$ cat config.mk
export PLATFORM = sky130hd
export DESIGN_NAME = adc_dual_channel_reader
export DESIGN_NICKNAME = d
export VERILOG_FILES = /design/src/rtl/adc_dual_channel_reader.sv
export SDC_FILE = /design/constraint.sdc
export NUM_CORES = 1
export LEC_CHECK = 0
export BUFFER_PORTS_ARGS = -buffer_cell sky130_fd_sc_hd__buf_2
export CORE_ASPECT_RATIO = 0.6
export CORE_MARGIN = 2
export CORE_UTILIZATION = 34
export DETAILED_ROUTE_END_ITERATION = 8
export SLEW_MARGIN = 20
export SYNTH_ARGS = -nofsm -noshare
export SYNTH_HDL_FRONTEND = slang
export SYNTH_SLANG_ARGS = --single-unit
$ cat constraint.sdc
create_clock -name clk -period 1.9 [get_ports clk]
set_input_delay 0.38 -clock clk [delete_from_list [all_inputs] [get_ports clk]]
set_output_delay 0.38 -clock clk [all_outputs]
set_load 0.01 [all_outputs]
$ cat src/rtl/adc_dual_channel_reader.sv
// SPI reader for a 12-bit ADC that alternates between two mux addresses and
// presents CH0/CH1 with update strobes. Define ADC_AVG_EN for 2-sample averaging.
module adc_dual_channel_reader #(
  parameter int         CLK_DIV  = 2,
  parameter int         CS_GAP   = 4,
  parameter logic [2:0] CH0_ADDR = 3'd0,
  parameter logic [2:0] CH1_ADDR = 3'd1
) (
  input  logic        clk,
  input  logic        rst,
  input  logic        en,
  input  logic        ADC_DOUT,
  output logic        ADC_SCLK,
  output logic        ADC_CS_N,
  output logic        ADC_DIN,
  output logic [11:0] CH0,
  output logic [11:0] CH1,
  output logic        ch0_valid,
  output logic        ch1_valid,
  output logic        busy
);

  localparam int CNT_MAX = (CLK_DIV > CS_GAP) ? CLK_DIV : CS_GAP;
  localparam int CNT_W   = $clog2(CNT_MAX + 1);
  localparam logic [CNT_W-1:0] DIV_LAST = CNT_W'(CLK_DIV - 1);
  localparam logic [CNT_W-1:0] GAP_LAST = CNT_W'(CS_GAP - 1);

  typedef enum logic [2:0] {IDLE, SETUP, SHIFT_LO, SHIFT_HI, GAP} state_t;

  state_t           state_reg;
  logic [CNT_W-1:0] cnt_reg;
  logic [3:0]       bit_reg;
  logic [15:0]      shift_reg;
  logic             frame_odd_reg;
  logic             discard_reg;

  logic [15:0] addr_word;
  logic [3:0]  bit_next;
  logic [11:0] raw;
  logic        frame_end;
  logic [1:0]  deliver;
  logic [11:0] ch_new [2];

  // Even frames request CH0_ADDR; the ADC answers one frame later.
  assign addr_word = {2'b00, (frame_odd_reg ? CH1_ADDR : CH0_ADDR), 11'b0};
  assign bit_next  = bit_reg + 4'd1;
  assign raw       = shift_reg[11:0];
  assign frame_end = (state_reg == SHIFT_HI) && (cnt_reg == DIV_LAST) && (bit_reg == 4'd15);
  assign deliver[0] = frame_end && !discard_reg && frame_odd_reg;
  assign deliver[1] = frame_end && !discard_reg && !frame_odd_reg;

  genvar gi;
  generate
    for (gi = 0; gi < 2; gi++) begin : g_chan
`ifdef ADC_AVG_EN
      logic [11:0] prev_reg;
      logic        have_reg;
      logic [12:0] sum;

      assign sum        = {1'b0, raw} + {1'b0, prev_reg};
      assign ch_new[gi] = have_reg ? sum[12:1] : raw;

      always_ff @(posedge clk or negedge rst) begin
        if (!rst) begin
          prev_reg <= 12'd0;
          have_reg <= 1'b0;
        end else if (deliver[gi]) begin
          prev_reg <= raw;
          have_reg <= 1'b1;
        end
      end
`else
      assign ch_new[gi] = raw;
`endif
    end
  endgenerate

  always_ff @(posedge clk or negedge rst) begin
    if (!rst) begin
      state_reg     <= IDLE;
      cnt_reg       <= '0;
      bit_reg       <= 4'd0;
      shift_reg     <= 16'd0;
      frame_odd_reg <= 1'b0;
      discard_reg   <= 1'b1;
      ADC_SCLK      <= 1'b1;
      ADC_CS_N      <= 1'b1;
      ADC_DIN       <= 1'b0;
      CH0           <= 12'd0;
      CH1           <= 12'd0;
      ch0_valid     <= 1'b0;
      ch1_valid     <= 1'b0;
      busy          <= 1'b0;
    end else begin
      ch0_valid <= 1'b0;
      ch1_valid <= 1'b0;
      case (state_reg)
        IDLE: begin
          ADC_CS_N <= 1'b1;
          ADC_SCLK <= 1'b1;
          if (en) begin
            state_reg <= SETUP;
            cnt_reg   <= '0;
            ADC_CS_N  <= 1'b0;
            ADC_DIN   <= addr_word[15];
            busy      <= 1'b1;
          end
        end
        SETUP: begin
          if (cnt_reg == DIV_LAST) begin
            cnt_reg   <= '0;
            bit_reg   <= 4'd0;
            state_reg <= SHIFT_LO;
            ADC_SCLK  <= 1'b0;
          end else begin
            cnt_reg <= cnt_reg + CNT_W'(1);
          end
        end
        SHIFT_LO: begin
          if (cnt_reg == DIV_LAST) begin
            cnt_reg   <= '0;
            state_reg <= SHIFT_HI;
            ADC_SCLK  <= 1'b1;
            shift_reg <= {shift_reg[14:0], ADC_DOUT};
          end else begin
            cnt_reg <= cnt_reg + CNT_W'(1);
          end
        end
        SHIFT_HI: begin
          if (cnt_reg == DIV_LAST) begin
            cnt_reg <= '0;
            if (bit_reg == 4'd15) begin
              state_reg     <= GAP;
              ADC_CS_N      <= 1'b1;
              ADC_DIN       <= 1'b0;
              frame_odd_reg <= ~frame_odd_reg;
              discard_reg   <= 1'b0;
            end else begin
              bit_reg   <= bit_next;
              state_reg <= SHIFT_LO;
              ADC_SCLK  <= 1'b0;
              ADC_DIN   <= addr_word[4'd15 - bit_next];
            end
          end else begin
            cnt_reg <= cnt_reg + CNT_W'(1);
          end
        end
        GAP: begin
          if (cnt_reg == GAP_LAST) begin
            cnt_reg <= '0;
            if (en) begin
              state_reg <= SETUP;
              ADC_CS_N  <= 1'b0;
              ADC_DIN   <= addr_word[15];
            end else begin
              state_reg <= IDLE;
              busy      <= 1'b0;
            end
          end else begin
            cnt_reg <= cnt_reg + CNT_W'(1);
          end
        end
        default: state_reg <= IDLE;
      endcase

      // Results land in the same cycle CS_N rises.
      if (deliver[0]) begin
        CH0       <= ch_new[0];
        ch0_valid <= 1'b1;
      end
      if (deliver[1]) begin
        CH1       <= ch_new[1];
        ch1_valid <= 1'b1;
      end
    end
  end

endmodule

==> insert_results.sql, run 1 <==
INSERT INTO impl_metrics (metric_group, metric, value, unit) VALUES
('placed_design', 'dpl.cell_count', '298', ''),
('floorplanning', 'die_y', '68.43', 'µm'),
('sta', 'final_worst_clock_skew', '3.309', 'ps'),
('floorplanning', 'placementRows', '23', ''),
('synth', 'synth_cell_type_count', '42', ''),
('final_layout', 'final_cell_count_without_fillers', '308', ''),
('critical_path', 'critical_path_peak_fanout', '7', ''),
('grt', 'globalRouteTotalUtil', '12.83', '%'),
('synth', 'postSynthCellCount', '172', ''),
('sta', 'finalHoldViolCount', '0', ''),
('detailed_routing', 'drt_first_pass_iters', '5', ''),
('synth', 'synth.avg_cell_area', '13.68', 'µm²'),
('synth', 'most_instantiated_flip_flop_cell_in_the_synthesis_netlist', 'sky130_fd_sc_hd__dfrtp_1', ''),
('cts', 'h-tree-depth', '2', ''),
('final_layout', 'filler_cell_count', '613', ''),
('synth', 'synth.largest_area_cell', 'sky130_fd_sc_hd__dfrtp_1', ''),
('detailed_routing', 'drt-vias-per-instance', '4.750', ''),
('grt', 'grt_pass1_vias', '1421', ''),
('critical_path', 'critPathRequiredTime', '2070', 'ps'),
('floorplanning', 'die_x', '111.4', 'µm'),
('cts', 'clk-insertion-delay-late', '290', 'ps'),
('cts', 'tritoncts', 'yes', ''),
('cts', 'clk_transition_reported_paths', '70', 'ps'),
('detailed_routing', 'wl', '4.533', 'mm'),
('critical_path', 'timing.critical_path.slowest_stage_cell', 'sky130_fd_sc_hd__dfrtp_1', ''),
('critical_path', 'worstSetupPathType', 'flip-flop to flip-flop', ''),
('grt', 'antenna_violations_before_repair', '0', ''),
('synth', 'netlist_top_cells_area', 'sky130_fd_sc_hd__dfrtp_1, sky130_fd_sc_hd__mux2_2, sky130_fd_sc_hd__mux2_4', ''),
('sta', 'finalCritPeriodShare', '98.11', '%'),
('critical_path', 'setup.worst_path.start_class', 'flip-flop', ''),
('grt', 'grt_first_pass_wirelength', '7.410', 'mm'),
('placed_design', 'pre_cts_ws', '25.00', 'ps'),
('synth', 'post_synth_instance_area', '2352', 'µm²'),
('critical_path', 'critical-path-top-delay-family', 'simple AND/OR/NAND/NOR gates', ''),
('cts', 'numClockSinks', '54', ''),
('placed_design', 'hpwlAfterDp', '3.064', 'mm'),
('final_layout', 'final_core_util', '44.12', '%'),
('floorplanning', 'placeableCoreArea', '6676', 'µm²'),
('grt', 'grt_max_degree', '55', ''),
('grt', 'overflow', '0', ''),
('sta', 'drv_slew', '0', ''),
('placed_design', 'globalplace.congestion', '0.8132', ''),
('power', 'powerDensity', '760.8', 'nW/µm²'),
('power', 'vdd.ir_drop.worst', '0.0005546', 'V'),
('synth', 'synth-seq-area-share', '57.61', '%'),
('final_layout', 'n_antenna_cell', '0', ''),
('worst_hold_path', 'worst_hold_path_type', 'primary input to asynchronous set/reset pin', ''),
('flow_run', 'cap_viol_max_count', '0', ''),
('sta', 'timing.fmax', '536.5', 'MHz'),
('floorplanning', 'die-area', '7622', 'µm²'),
('placed_design', 'port_buffers', '33', ''),
('outcome', 'outcome', 'finished, final reports clean', ''),
('synth', 'synth_largest_type_area_fraction', '54.26', '%'),
('floorplanning', 'floorplan.io_pins', '34', ''),
('cts', 'cts_inserted_buffers', '5', ''),
('final_layout', 'area_delta_synth_final', '25.21', '%'),
('synth', 'synth.ff_latch_count', '54', ''),
('detailed_routing', 'avg_wl_per_cell', '14.72', 'µm'),
('cts', 'cts-root-to-sink-buffers', '2', ''),
('power', 'leakage', '1.476', 'nW'),
('detailed_routing', 'route.vias.total', '1463', ''),
('synth', 'synth-edff-count', '0', ''),
('detailed_routing', 'drt-initial-drc-count', '83', ''),
('sta', 'final_period_minus_worst_setup_slack', '1864', 'ps'),
('synth', 'asyncSetResetFlopFracSynth', '100.0', '%'),
('final_layout', 'fraction_of_layout_instances_using_a_drive_strength_above_1', '48.42', '%'),
('detailed_routing', 'route.antenna.remaining_nets', '0', ''),
('floorplanning', 'starting_utilization_of_the_core_area', '35.23', '%'),
('sta', 'setup_slack_after_layout', '35.96', 'ps'),
('final_layout', 'fin_nets', '229', ''),
('synth', 'yosysWarningCount', '0', '');
## routing by layer
metal | global-route usage (%) | up-vias | wire [µm]
li1 | - | 709 | -
met1 | 19.21 | 717 | 2485
met2 | 17.23 | 33 | 1762
met3 | 3.986 | 4 | 220
met4 | 4.630 | 0 | 65
met5 | 0 | - | 0
## area by class of cell
class | instances | area [µm²] | share of cell area (%)
Sequential cell | 54 | 1355 | 46.01
Tap cell | 87 | 108.9 | 3.696
Inverter | 6 | 22.52 | 0.7647
Clock inverter | 2 | 37.54 | 1.274
Multi-Input combinational cell | 105 | 978.4 | 33.22
Timing Repair Buffer | 48 | 314.1 | 10.66
Clock buffer | 6 | 128.9 | 4.376
## what timing repair did
item / CTS / global route
endpoints found under the setup margin: 0 / 37
gates resized for setup: 0 / 9
endpoints found under the hold margin: 0 / 0
hold buffers: 0 / 0
setup buffers: 0 / 2
## power breakdown
part | internal (mW) | leakage (nW) | switching, mW
Sequential | 1.16 | 0.687 | 0.0133
Combinational | 0.0174 | 0.711 | 0.0271
Clock | 0.622 | 0.0771 | 0.398
## layout by cell type (no fill, tap or decap), types with 4 or more instances in the layout
| cell | count |
|---|---|
| sky130_fd_sc_hd__dfrtp_1 | 51 |
| sky130_fd_sc_hd__buf_2 | 33 |
| sky130_fd_sc_hd__mux2_2 | 28 |
| sky130_fd_sc_hd__mux2_4 | 10 |
| sky130_fd_sc_hd__buf_4 | 10 |
| sky130_fd_sc_hd__nand2_1 | 7 |
| sky130_fd_sc_hd__inv_1 | 6 |
| sky130_fd_sc_hd__a21oi_1 | 5 |
| sky130_fd_sc_hd__clkbuf_16 | 5 |
| sky130_fd_sc_hd__nor2_1 | 4 |
| sky130_fd_sc_hd__o21ai_0 | 4 |
| sky130_fd_sc_hd__nor3_1 | 4 |
| sky130_fd_sc_hd__nand3_1 | 4 |
## worst paths after layout
path,start,end,slack [ps],depth (start not counted)
max in group asynchronous,rst,ADC_SCLK$_DFFE_PN1P_,1520,2
max reg2reg,cnt_reg[1]$_DFFE_PN0P_,CH1[0]$_DFFE_PN0P_,40,7
min in group clk,en,ADC_CS_N$_DFFE_PN1P_,310,2
min,rst,busy$_DFFE_PN0P_,70,2
min reg2reg,ADC_SCLK$_DFFE_PN1P_,ADC_SCLK$_DFFE_PN1P_,480,2
max,cnt_reg[1]$_DFFE_PN0P_,CH1[0]$_DFFE_PN0P_,40,7
## cell usage after synthesis, types with 2 or more instances
library cell and n:
sky130_fd_sc_hd__dfrtp_1 51, sky130_fd_sc_hd__mux2_2 29, sky130_fd_sc_hd__mux2_4 9, sky130_fd_sc_hd__nand2_1 7
sky130_fd_sc_hd__inv_1 6, sky130_fd_sc_hd__a21oi_1 5, sky130_fd_sc_hd__ha_1 5, sky130_fd_sc_hd__nor3_1 5
sky130_fd_sc_hd__nand3_1 4, sky130_fd_sc_hd__nor2_1 4, sky130_fd_sc_hd__o21ai_0 4, sky130_fd_sc_hd__buf_2 3
sky130_fd_sc_hd__clkbuf_1 3, sky130_fd_sc_hd__dfstp_2 3, sky130_fd_sc_hd__nand2b_1 3, sky130_fd_sc_hd__and3_1 2
sky130_fd_sc_hd__nor2b_1 2, sky130_fd_sc_hd__o22ai_1 2, sky130_fd_sc_hd__xor2_1 2
## logic make-up (layout without fill, tap and decap cells)
group           after synthesis  in the layout  share of synthesized area (%)
xor+xnor                      3              3                          1.117
flops                        54             54                          57.61
buf+inv                      13             62                          2.553
mux                          40             40                          21.01
compound gates               21             21                          6.011
fa+ha+maj                     5              5                          2.660
simple gates                 36             36                          9.043
## per-stage QoR
step	total power, mW	hold WS (ps)	cell area, µm²	TNS [ps]
after global placement	1.243	397.6	2723	0
final	2.241	70.30	2945	0
after detailed placement	1.243	397.7	2723	0
after global routing	2.324	88.24	2945	-908.3
after CTS	2.266	89.50	2889	0
after floorplan	1.205	84.41	2359	0
Note: power is estimated with default switching activity, not from simulation.
==> run 2: changes to the inputs <==
PLACE_DENSITY = 0.63   (was default)
==> insert_results.sql, run 2 (synthesis gave the netlist of run 1 again) <==
INSERT INTO impl_metrics (metric_group, metric, value, unit) VALUES
('final_layout', 'most_frequent_standard_cell_in_the_layout_excluding_fill_and_tap_cells', 'sky130_fd_sc_hd__dfrtp_1', ''),
('power', 'vdd.ir_drop.worst', '0.0004179', 'V'),
('floorplanning', 'die_x', '111.4', 'µm'),
('floorplanning', 'floorplan.io_pins', '34', ''),
('final_layout', 'multi_input_area', '964.7', 'µm²'),
('final_layout', 'most-common-layout-cells', 'sky130_fd_sc_hd__dfrtp_1, sky130_fd_sc_hd__buf_2, sky130_fd_sc_hd__mux2_2, sky130_fd_sc_hd__buf_4, sky130_fd_sc_hd__mux2_4', ''),
('grt', 'grt_util_met1', '18.76', '%'),
('detailed_routing', 'wl', '4.555', 'mm'),
('sta', 'drv_slew', '0', ''),
('final_layout', 'fin_nets', '231', ''),
('critical_path', 'critPathRequiredTime', '2070', 'ps'),
('critical_path', 'timing.critical_path.arrival', '1980', 'ps'),
('cts', 'numClockSinks', '54', ''),
('sta', 'final_worst_clock_skew', '9.874', 'ps'),
('placed_design', 'globalplace.congestion', '0.7952', ''),
('cts', 'cts_inserted_buffers', '5', ''),
('grt', 'grt_first_pass_wirelength', '7.445', 'mm'),
('cts', 'cts-root-to-sink-buffers', '2', ''),
('critical_path', 'worstSetupPathType', 'flip-flop to flip-flop', ''),
('critical_path', 'end_kind', 'flip-flop', ''),
('floorplanning', 'die_y', '68.43', 'µm'),
('detailed_routing', 'drt_first_pass_iters', '4', ''),
('placed_design', 'dpl_cell_area', '2690', 'µm²'),
('sta', 'setup_violations', '0', ''),
('worst_hold_path', 'worst_hold_path_type', 'primary input to asynchronous set/reset pin', ''),
('detailed_routing', 'drt-initial-drc-count', '66', ''),
('sta', 'slew-limit-headroom', '68.70', '%'),
('sta', 'worst-slew-pin-transition', '469.5', 'ps'),
('power', 'powerDensity', '731.9', 'nW/µm²'),
('sta', 'fin_tns_setup', '0', 'ps'),
('cts', 'clk_transition_reported_paths', '70', 'ps'),
('grt', 'met2_usage', '17.99', '%'),
('placed_design', 'port_buffers', '33', ''),
('detailed_routing', 'drt-vias-per-instance', '4.871', ''),
('sta', 'hold_slack', '39.01', 'ps'),
('floorplanning', 'placeableCoreArea', '6676', 'µm²'),
('grt', 'antenna_violations_before_repair', '0', ''),
('detailed_routing', 'remaining_drc_errors', '0', ''),
('grt', 'grt_max_degree', '22', ''),
('grt', 'globalRouteTotalUtil', '12.70', '%'),
('floorplanning', 'placementRows', '23', ''),
('final_layout', 'filler_cell_count', '641', ''),
('final_layout', 'fraction_of_layout_instances_using_a_drive_strength_above_1', '49.33', '%'),
('grt', 'grt.busiest_layer', 'met1', ''),
('grt', 'grt_pass1_vias', '1461', ''),
('detailed_routing', 'avg_wl_per_cell', '14.69', 'µm'),
('final_layout', 'final-seq-area', '1355', 'µm²'),
('grt', 'global_route.usage.met3', '3.809', '%'),
('sta', 'rsz0062_at_grt', 'no', ''),
('flow_run', 'cap_viol_max_count', '0', ''),
('sta', 'finalCritPeriodShare', '95.02', '%'),
('floorplanning', 'starting_utilization_of_the_core_area', '35.23', '%'),
('outcome', 'outcome', 'finished, final reports clean', ''),
('final_layout', 'finish.instance_area', '2904', 'µm²'),
('cts', 'h-tree-depth', '2', ''),
('cts', 'clk-insertion-delay-late', '290', 'ps'),
('critical_path', 'setup.worst_path.start_class', 'flip-flop', ''),
('detailed_routing', 'route.antenna.remaining_nets', '0', ''),
('power', 'leakage', '1.460', 'nW'),
('final_layout', 'n_antenna_cell', '0', ''),
('sta', 'final_period_minus_worst_setup_slack', '1805', 'ps'),
('placed_design', 'hpwlAfterDp', '3.190', 'mm'),
('critical_path', 'critical_path_peak_fanout', '13', ''),
('detailed_routing', 'route.vias.total', '1510', ''),
('cts', 'root_buffer_cell', 'sky130_fd_sc_hd__clkbuf_16', ''),
('cts', 'tritoncts', 'yes', ''),
('sta', 'finalHoldViolCount', '0', ''),
('grt', 'overflow', '0', ''),
('floorplanning', 'die-area', '7622', 'µm²'),
('final_layout', 'area_delta_synth_final', '23.46', '%'),
('sta', 'timing.fmax', '553.9', 'MHz');
run 2: area by class of cell:
| class | count | area share, % |
|---|---|---|
| sequential | 54 | 46.66 |
| multi-input combinational | 105 | 33.22 |
| timing repair buffer | 50 | 10.47 |
| inverter | 6 | 0.7755 |
| clock buffer | 5 | 4.308 |
| clock inverter | 3 | 0.8186 |
| tap | 87 | 3.748 |
run 2: worst max-delay path: stages, from the launching register on:
cell and delay (ps):
sky130_fd_sc_hd__dfrtp_1 390, sky130_fd_sc_hd__inv_1 60, sky130_fd_sc_hd__ha_2 160, sky130_fd_sc_hd__and2b_2 170
sky130_fd_sc_hd__nand3_4 90, sky130_fd_sc_hd__or3_1 330, sky130_fd_sc_hd__buf_6 180, sky130_fd_sc_hd__mux2_4 300
run 2: power breakdown:
part           total (mW)  switching, mW  internal, mW
combinational      0.0418         0.0267        0.0151
clock               0.908          0.415         0.493
sequential           1.18         0.0134          1.16
run 2: final timing paths:
path,start,endpoint,slack (ps),cells past startpoint
worst max-delay path,cnt_reg[1]$_DFFE_PN0P_,CH1[0]$_DFFE_PN0P_,90,7
worst min-delay path,rst,shift_reg[8]$_DFFE_PN0P_,40,1
worst max register to register,cnt_reg[1]$_DFFE_PN0P_,CH1[0]$_DFFE_PN0P_,90,7
worst min register to register,ADC_SCLK$_DFFE_PN1P_,ADC_SCLK$_DFFE_PN1P_,470,2
max in group asynchronous,rst,state_reg[1]$_DFFE_PN0P_,1220,2
min in group clk,en,ADC_CS_N$_DFFE_PN1P_,300,2
run 2: layer usage:
layer / wire (µm) / vias up
met5: 0 / -
met4: 35 / 0
met3: 194 / 2
met2: 1766 / 26
met1: 2559 / 766
li1: - / 716
run 2: repair_timing:
item	4_1_cts	5_1_grt
hold endpoints to repair	0	0
resized for setup	0	9
setup endpoints to repair	0	31
hold buffers	0	0
setup buffers	0	4
run 2: per-stage QoR:
stage	setup slack (ps)	instances	total power, mW	util, %
3_5_place_dp	65.08	297	1.241	40.29
5_1_grt	12.82	310	2.202	43.50
3_3_place_gp	84.72	297	1.240	40.29
6_report	94.65	310	2.126	43.50
4_1_cts	44.65	305	2.154	42.52
2_1_floorplan	12.48	172	1.205	-
==> run 3: changes to the inputs <==
SETUP_SLACK_MARGIN = 0.1   (was default)
==> insert_results.sql, run 3 (synthesis gave the netlist of run 1 again) <==
INSERT INTO impl_metrics (metric_group, metric, value, unit) VALUES
('outcome', 'outcome', 'finished, final reports clean', ''),
('detailed_routing', 'route.antenna.remaining_nets', '0', ''),
('floorplanning', 'floorplan.io_pins', '34', ''),
('cts', 'h-tree-depth', '2', ''),
('final_layout', 'multi_input_area', '1021', 'µm²'),
('critical_path', 'end_kind', 'flip-flop', ''),
('critical_path', 'critical-path-top-delay-family', 'simple AND/OR/NAND/NOR gates', ''),
('final_layout', 'filler_cell_count', '607', ''),
('sta', 'slew-limit-headroom', '80.20', '%'),
('floorplanning', 'placementRows', '23', ''),
('final_layout', 'most_frequent_standard_cell_in_the_layout_excluding_fill_and_tap_cells', 'sky130_fd_sc_hd__dfrtp_1', ''),
('detailed_routing', 'remaining_drc_errors', '0', ''),
('sta', 'timing.fmax', '542.5', 'MHz'),
('cts', 'cts-root-to-sink-buffers', '2', ''),
('grt', 'antenna_violations_before_repair', '0', ''),
('power', 'vdd.ir_drop.worst', '0.0003356', 'V'),
('critical_path', 'timing.critical_path.arrival', '2020', 'ps'),
('floorplanning', 'die-area', '7622', 'µm²'),
('final_layout', 'final_core_util', '45.31', '%'),
('cts', 'clk_transition_reported_paths', '70', 'ps'),
('sta', 'drv_slew', '0', ''),
('final_layout', 'area_delta_synth_final', '28.62', '%'),
('sta', 'finalCritPeriodShare', '97.01', '%'),
('detailed_routing', 'wl', '4.817', 'mm'),
('floorplanning', 'placeableCoreArea', '6676', 'µm²'),
('cts', 'hold_fix_buffers_cts', '0', ''),
('grt', 'overflow', '0', ''),
('cts', 'cts_inserted_buffers', '5', ''),
('power', 'leakage', '1.526', 'nW'),
('critical_path', 'worstSetupPathType', 'flip-flop to flip-flop', ''),
('sta', 'setup_slack_after_layout', '56.83', 'ps'),
('final_layout', 'fraction_of_layout_instances_using_a_drive_strength_above_1', '50.45', '%'),
('critical_path', 'critPathRequiredTime', '2080', 'ps'),
('sta', 'finalHoldViolCount', '0', ''),
('critical_path', 'timing.critical_path.slowest_cell_delay', '380', 'ps'),
('critical_path', 'timing.critical_path.slowest_stage_cell', 'sky130_fd_sc_hd__dfrtp_1', ''),
('placed_design', 'globalplace.congestion', '0.7786', ''),
('final_layout', 'final-seq-area', '1355', 'µm²'),
('cts', 'tritoncts', 'yes', ''),
('detailed_routing', 'drt-vias-per-instance', '4.807', ''),
('power', 'p_total', '2.154', 'mW'),
('critical_path', 'critical_path_peak_fanout', '13', ''),
('critical_path', 'critPathBufInv', '2', ''),
('flow_run', 'cap_viol_max_count', '0', ''),
('placed_design', 'dpl.cell_count', '299', ''),
('grt', 'grt_max_degree', '55', ''),
('floorplanning', 'die_y', '68.43', 'µm'),
('final_layout', 'final_cell_count_without_fillers', '311', ''),
('cts', 'clk-insertion-delay-late', '300', 'ps'),
('sta', 'rsz0062_at_grt', 'yes', ''),
('sta', 'setup_violations', '0', ''),
('sta', 'final_worst_clock_skew', '9.216', 'ps'),
('cts', 'root_buffer_cell', 'sky130_fd_sc_hd__clkbuf_16', ''),
('worst_hold_path', 'worst_hold_path_type', 'primary input to asynchronous set/reset pin', ''),
('power', 'powerDensity', '711.9', 'nW/µm²'),
('sta', 'worst-slew-pin-transition', '294.8', 'ps'),
('critical_path', 'critical_path.cell_chain', 'inv_1, ha_2, and2b_2, nand3_4, or3_4, buf_12, mux2_4', ''),
('detailed_routing', 'drt-initial-drc-count', '71', ''),
('final_layout', 'n_antenna_cell', '0', ''),
('placed_design', 'pre_cts_ws', '19.02', 'ps'),
('grt', 'globalRouteTotalUtil', '13.60', '%'),
('detailed_routing', 'avg_wl_per_cell', '15.49', 'µm'),
('critical_path', 'setup.worst_path.start_class', 'flip-flop', ''),
('sta', 'final_period_minus_worst_setup_slack', '1843', 'ps'),
('sta', 'fin_tns_setup', '0', 'ps'),
('placed_design', 'hpwlAfterDp', '3.255', 'mm'),
('final_layout', 'most-common-layout-cells', 'sky130_fd_sc_hd__dfrtp_1, sky130_fd_sc_hd__buf_2, sky130_fd_sc_hd__mux2_4, sky130_fd_sc_hd__mux2_2, sky130_fd_sc_hd__buf_4', ''),
('floorplanning', 'starting_utilization_of_the_core_area', '35.23', '%'),
('placed_design', 'port_buffers', '33', ''),
('detailed_routing', 'route.vias.total', '1495', ''),
('grt', 'grt_first_pass_wirelength', '7.755', 'mm'),
('cts', 'numClockSinks', '54', ''),
('floorplanning', 'die_x', '111.4', 'µm'),
('final_layout', 'fin_nets', '232', ''),
('detailed_routing', 'drt_first_pass_iters', '4', ''),
('grt', 'grt_pass1_vias', '1443', '');
-- run 3: through the flow --
stage | area (µm²) | hold slack (ps)
after floorplan | 2386 | 84.41
after CTS | 2930 | 79.41
final | 3025 | 63.54
after global routing | 3025 | 81.30
after detailed placement | 2768 | 397.4
after global placement | 2768 | 395.3
-- run 3: worst reg2reg max path: cells and delay by family, from the launching register on --
family	cells	cell delay (ps)
flip-flops	1	380
AND/OR/NAND/NOR	3	650
adder cells (fa/ha/maj)	1	170
buffers and inverters	2	220
multiplexers	1	300
-- run 3: worst paths after layout --
check,slack [ps],from,cells past startpoint,to
worst min register to register,470,ADC_SCLK$_DFFE_PN1P_,2,ADC_SCLK$_DFFE_PN1P_
worst min-delay path,60,rst,2,bit_reg[3]$_DFFE_PN0P_
max in group asynchronous,1530,rst,2,ADC_SCLK$_DFFE_PN1P_
worst max-delay path,60,cnt_reg[1]$_DFFE_PN0P_,7,CH1[10]$_DFFE_PN0P_
worst max register to register,60,cnt_reg[1]$_DFFE_PN0P_,7,CH1[10]$_DFFE_PN0P_
min in group clk,310,en,2,ADC_CS_N$_DFFE_PN1P_
-- run 3: final cells by class --
| cell class | count | share of cell area (%) |
|---|---|---|
| sequential | 54 | 44.79 |
| timing repair buffer | 51 | 12.16 |
| clock buffer | 5 | 4.136 |
| inverter | 6 | 0.7444 |
| clock inverter | 3 | 0.8271 |
| tap | 87 | 3.598 |
| multi-input combinational | 105 | 33.75 |
-- run 3: routing by layer --
metal | vias up | share of wire, % | global-route usage (%)
li1 | 718 | - | -
met1 | 726 | 53 | 20.09
met2 | 46 | 39 | 17.07
met3 | 5 | 6.8 | 5.049
met4 | 0 | 1.6 | 6.636
met5 | - | 0 | 0
-- run 3: timing repair --
item / 4_1_cts / 5_1_grt
gates cloned: 0 / 1
setup buffers: 1 / 2
resized for setup: 1 / 14
setup endpoints to repair: 24 / 36
-- run 3: power by group --
group          internal, mW  switching, mW
registers              1.16         0.0139
logic                0.0229         0.0278
clock network         0.496          0.431
